`src/rtl/kernel_run_ctrl.sv`:
```
`default_nettype none
// ============================================================================
// Module  : kernel_run_ctrl
// Brief   : Drives repeated ap_ctrl_hs kernel runs across rotating datasets,
//           with a per-run watchdog and a rolling checksum of kernel output.
// Revision: 1.0
// ============================================================================
module kernel_run_ctrl #(
  parameter int  DATASET_NUM    = 8,
  parameter int  TIMEOUT_CYCLES = 1 << 24,
  localparam int DS_W           = (DATASET_NUM > 1) ? $clog2(DATASET_NUM) : 1
) (
  input  logic            ap_clk,
  input  logic            ap_rst,
  input  logic            enable,
  input  logic [15:0]     num_runs,
  input  logic [15:0]     gap_cycles,
  output logic            k_ap_start,
  input  logic            k_ap_ready,
  input  logic            k_ap_done,
  input  logic            out_write,
  input  logic [31:0]     out_din,
  output logic [DS_W-1:0] dataset_sel,
  output logic            busy,
  output logic            done,
  output logic            timeout_err,
  output logic [15:0]     run_cnt,
  output logic [31:0]     checksum
);

  localparam int              WD_W    = $clog2(TIMEOUT_CYCLES + 1);
  localparam logic [WD_W-1:0] WD_LAST = WD_W'(TIMEOUT_CYCLES - 1);
  localparam logic [DS_W-1:0] DS_LAST = DS_W'(DATASET_NUM - 1);

  typedef enum logic [2:0] {
    ST_IDLE   = 3'd0,
    ST_START  = 3'd1,
    ST_WAIT   = 3'd2,
    ST_GAP    = 3'd3,
    ST_FINISH = 3'd4,
    ST_ERROR  = 3'd5
  } state_t;

  state_t          state_q, state_d;
  logic            enable_prev_q, enable_prev_d;
  logic [15:0]     num_runs_q, num_runs_d;
  logic [15:0]     gap_q, gap_d;
  logic [15:0]     gap_cnt_q, gap_cnt_d;
  logic [WD_W-1:0] wdog_q, wdog_d;
  logic [15:0]     run_cnt_q, run_cnt_d;
  logic [DS_W-1:0] dataset_q, dataset_d;
  logic [31:0]     checksum_q, checksum_d;
  logic            timeout_err_q, timeout_err_d;
  logic            k_ap_start_q, k_ap_start_d;
  logic            busy_q, busy_d;
  logic            done_q, done_d;
  logic            run_done;
  logic            start_entry;
  logic [15:0]     run_inc;

  assign run_inc = run_cnt_q + 16'd1;

  always_comb begin
    state_d       = state_q;
    enable_prev_d = enable;
    num_runs_d    = num_runs_q;
    gap_d         = gap_q;
    gap_cnt_d     = gap_cnt_q;
    wdog_d        = wdog_q;
    run_cnt_d     = run_cnt_q;
    dataset_d     = dataset_q;
    checksum_d    = checksum_q;
    timeout_err_d = timeout_err_q;
    run_done      = 1'b0;
    start_entry   = 1'b0;

    if (busy_q && out_write) begin
      checksum_d = {checksum_q[30:0], checksum_q[31]} ^ out_din;
    end

    case (state_q)
      ST_IDLE: begin
        if (enable && !enable_prev_q) begin
          timeout_err_d = 1'b0;
          if (num_runs != 16'd0) begin
            num_runs_d  = num_runs;
            gap_d       = gap_cycles;
            run_cnt_d   = 16'd0;
            checksum_d  = 32'd0;
            dataset_d   = '0;
            state_d     = ST_START;
            start_entry = 1'b1;
          end else begin
            state_d = ST_FINISH;
          end
        end
      end
      ST_START, ST_WAIT: begin
        // A done pulse wins over a watchdog expiry in the same cycle.
        if (k_ap_done) begin
          run_done = 1'b1;
        end else if (wdog_q == WD_LAST) begin
          state_d       = ST_ERROR;
          timeout_err_d = 1'b1;
        end else begin
          wdog_d = wdog_q + WD_W'(1);
          if (state_q == ST_START && k_ap_ready) begin
            state_d = ST_WAIT;
          end
        end
      end
      ST_GAP: begin
        if (gap_cnt_q == 16'd1) begin
          state_d     = ST_START;
          start_entry = 1'b1;
        end else begin
          gap_cnt_d = gap_cnt_q - 16'd1;
        end
      end
      ST_FINISH: state_d = ST_IDLE;
      ST_ERROR: begin
        if (!enable) begin
          state_d = ST_IDLE;
        end
      end
      default: state_d = ST_IDLE;
    endcase

    if (run_done) begin
      run_cnt_d = (run_cnt_q == 16'hFFFF) ? run_cnt_q : run_inc;
      dataset_d = (dataset_q == DS_LAST) ? '0 : dataset_q + DS_W'(1);
      if (run_inc == num_runs_q || !enable) begin
        state_d = ST_FINISH;
      end else if (gap_q == 16'd0) begin
        state_d     = ST_START;
        start_entry = 1'b1;
      end else begin
        state_d   = ST_GAP;
        gap_cnt_d = gap_q;
      end
    end

    if (start_entry) begin
      wdog_d = '0;
    end

    k_ap_start_d = (state_d == ST_START);
    busy_d       = (state_d == ST_START) || (state_d == ST_WAIT) ||
                   (state_d == ST_GAP)   || (state_d == ST_ERROR);
    done_d       = (state_d == ST_FINISH);
  end

  // enable_prev resets high so a level already present at release is not a launch.
  always_ff @(posedge ap_clk or posedge ap_rst) begin
    if (ap_rst) begin
      state_q       <= ST_IDLE;
      enable_prev_q <= 1'b1;
      num_runs_q    <= 16'd0;
      gap_q         <= 16'd0;
      gap_cnt_q     <= 16'd0;
      wdog_q        <= '0;
      run_cnt_q     <= 16'd0;
      dataset_q     <= '0;
      checksum_q    <= 32'd0;
      timeout_err_q <= 1'b0;
      k_ap_start_q  <= 1'b0;
      busy_q        <= 1'b0;
      done_q        <= 1'b0;
    end else begin
      state_q       <= state_d;
      enable_prev_q <= enable_prev_d;
      num_runs_q    <= num_runs_d;
      gap_q         <= gap_d;
      gap_cnt_q     <= gap_cnt_d;
      wdog_q        <= wdog_d;
      run_cnt_q     <= run_cnt_d;
      dataset_q     <= dataset_d;
      checksum_q    <= checksum_d;
      timeout_err_q <= timeout_err_d;
      k_ap_start_q  <= k_ap_start_d;
      busy_q        <= busy_d;
      done_q        <= done_d;
    end
  end

  assign k_ap_start  = k_ap_start_q;
  assign busy        = busy_q;
  assign done        = done_q;
  assign timeout_err = timeout_err_q;
  assign run_cnt     = run_cnt_q;
  assign checksum    = checksum_q;
  assign dataset_sel = dataset_q;

endmodule
`default_nettype wire

```
`config.mk`:
```
export PLATFORM = sky130hd
export DESIGN_NAME = kernel_run_ctrl
export DESIGN_NICKNAME = d
export VERILOG_FILES = /design/src/rtl/kernel_run_ctrl.sv
export SDC_FILE = /design/constraint.sdc
export NUM_CORES = 1
export LEC_CHECK = 0
export ABC_AREA = 1
export CORE_MARGIN = 1.5
export CORE_UTILIZATION = 53
export DETAILED_ROUTE_END_ITERATION = 8
export GPL_TIMING_DRIVEN = 0
export PLACE_DENSITY = 0.84
export SLEW_MARGIN = 20
export SYNTH_ARGS = -nofsm -noshare
export SYNTH_HDL_FRONTEND = slang
export SYNTH_SLANG_ARGS = --single-unit
```
`constraint.sdc`:
```
create_clock -name ap_clk -period 9.05 [get_ports ap_clk]
set_input_delay 0.905 -clock ap_clk [delete_from_list [all_inputs] [get_ports ap_clk]]
set_output_delay 0.905 -clock ap_clk [all_outputs]
set_load 0.03 [all_outputs]
```
==> metrics <==
status finished, final reports clean; Worst setup SP type primary input; core footprint 13300 um^2; DPL Wire Length ~13 mm; CP Data Arrival Time 3050 ps; clk sinks 132; Synth Register Bits 132; share of the synthesized area in the top cell type 0.4534; Post-CTS Resized 0; RR Endpoint k_ap_start; aggregate global-route resource usage 0.2596; Worst Clk Skew 7.892 ps; count of final setup violators 0; Avg Cell Area, Syn 7.892 um^2; Area contributors post-synth dfrtp_1 45%, nand2_1 13%, xor2_1 6.4%, nand3_1 5.7%, inv_1 4.7%; initial antenna violation count 0; Ys Warns 0; Hold WC Path Type reg2reg; Final Routed Wirelength around 18 mm; Max FO, Critical Path 10; unrepaired setup endpoints after global routing no; synthesis-to-finish area growth 29.21%; Max-Cap Viols 0; routed len/inst 14.26 um; drt initial violations 516; CTS Hold Buffers Added 0; GP Congestion 0.9087; Die Y about 120 um; Rows 42; post-route ant nets 0; r2r setup slk 6530 ps; Port Buffers approximately 120; Worst-Skew Late Latency about 420 ps; CTS Buf Count 17; DRC 0; setup tns final 0 ps; syn_nets 992; synthesized instance count about 900; most frequent cells in the layout 253 x nand2_1, 131 x dfrtp_1, 123 x clkdlybuf4s50_1; critical path data required time 9330 ps; CTS tree yes; Multi-input gate area 3428 um^2; post-layout util 0.7026; first-pass GRT wire length 29.42 mm; ratio of final minimum period to clock period 0.3069; Leakage 4.220 nW; Starting Density 0.5438; via/cell ratio 5.279; met2 GRT Util 0.4310; Hold Vio Cnt, Final 0; DIE AREA between 10000 and 15000 um^2; clock slew at reported path FFs 60 ps; worst-case reg-to-reg path depth 16; met1 usage 0.3434; Chip Width 119.8 um; PD cells 298.1 nW/um^2; worst r2r src run_cnt[0]; pin count of the biggest net entering global routing 73; io pins 125; postcts setup bufs 0; # diodes 0; Register Area 3304 um^2; vias in the first global route 6210; Worst Hold Launch num_runs_q[0]; number of fill cells 1032; maximum vdd drop about 0.14 mV; First-pass DRT Iterations 5; Post-DP Area slightly below 9000 um^2; sequential share of the synthesized area 0.4571; kind of critical path in2reg; Nets 1135; via count 6583; CTS root buf clkbuf_16; fraction of layout cells with a size suffix above 1 0.07563; minimum clock period 2777 ps; CTS H-tree lvls 4; Worst-Margin Slew 653.9 ps; commonest non-fill, non-tap cell in the layout nand2_1; Slew Limit Headroom 0.5641; met3 Use GR 0.04610; Worst setup EP type register; Cells on Worst Hold Path 2; fin. max-slew vios 0; post-synth top area cell dfrtp_1; Worst Hold End num_runs_q[0]; GRT busiest layer met2; Mapped Area 7229 um^2; post-route cell area a little over 9000 um^2; CTS Buffer Depth 2; total grt overflow 0; Fmax between 0.3 and 0.4 GHz; Synth cell types 37
cells by family after synthesis:
kind of cell | Yosys count | synth area share
DFF | 132 | 0.4571
xor gates and xnor gates | 65 | 0.07875
buffers and inverters | 122 | 0.06871
and+or+nand+nor | 487 | 0.3086
adders and majority gates | 6 | 0.01038
AOI/OAI and AO/OA | 104 | 0.07650
flip-flops by register name, summed over array words and instances, names as in the netlist, 3 cells and up:
signal,flops
wdog_q,25
gap_q,16
dataset_sel,3
run_cnt,16
num_runs_q,16
checksum,32
state_q,3
gap_cnt_q,16
final cells by class:
class                      count  area share
clock buffer                  22     0.05076
sequential                   132      0.3537
timing repair buffer         124      0.1347
inverter                      92     0.03777
multi-input combinational    662      0.3670
tap                          176     0.02357
clock inverter                 9     0.01621
buffer                        30     0.01621
report_power, final:
group | leakage, nW | switching [W] | internal, W
logic | 2.20 | 0.000680 | 0.000424
clock network | 0.306 | 0.000249 | 0.000480
registers | 1.72 | 0.000168 | 0.000784
total | 4.22 | 0.00110 | 0.00169
worst max-delay path by stage:
stage                     cells after the start   start          end
final                                         9  enable   run_cnt[4]
after global routing                          9  enable  run_cnt[12]
after CTS                                     9  enable   run_cnt[4]
after detailed placement                      8  enable     gap_q[6]
after global placement                        2  ap_rst    wdog_q[1]
after floorplan                               1  ap_rst         busy
cells in the mapped netlist (all sizes together):
| master | instances |
|---|---|
| nand2 | 258 |
| dfrtp | 131 |
| nor2 | 95 |
| inv | 92 |
| nand3 | 86 |
| xor2 | 53 |
| o21ai | 47 |
| a21oi | 38 |
| clkbuf | 18 |
| nand4 | 15 |
| o22ai | 14 |
| nor3 | 13 |
| buf | 12 |
| xnor2 | 12 |
| nor4 | 9 |
| nand3b | 8 |
| ha | 6 |
| a22o | 2 |
| a31oi | 1 |
| a41oi | 1 |
| and2 | 1 |
| and3 | 1 |
| dfstp | 1 |
| o31ai | 1 |
| or2 | 1 |
stage by stage:
step / cells / hold slack, ps / power, W / setup WS [ps]
global route: 1247 / 515.0 / 0.002967 / 6042
CTS: 1247 / 491.6 / 0.002790 / 6301
finish: 1247 / 494.2 / 0.002784 / 6273
floorplan: 916 / 455.1 / 0.001664 / 4621
detailed placement: 1216 / 477.6 / 0.002043 / 5877
global placement: 1215 / 469.9 / 0.002013 / 2856
critical path, stage by stage:
cell and delay [ps]:
clkdlybuf4s50_1 560, inv_1 80, nor2_1 90, nand2_1 70
nor2_1 300, nor2_1 170, a21oi_1 440, buf_2 340
o22ai_1 100
per-layer routing:
metal | vias to the layer above | wire, um | part of all wire
li1 | 3255 | - | -
met1 | 3072 | 7824 | 0.44
met2 | 228 | 8575 | 0.48
met3 | 28 | 1023 | 0.058
met4 | 0 | 355 | 0.020
met5 | - | 0 | 0
(Power assumes the default switching activity.)
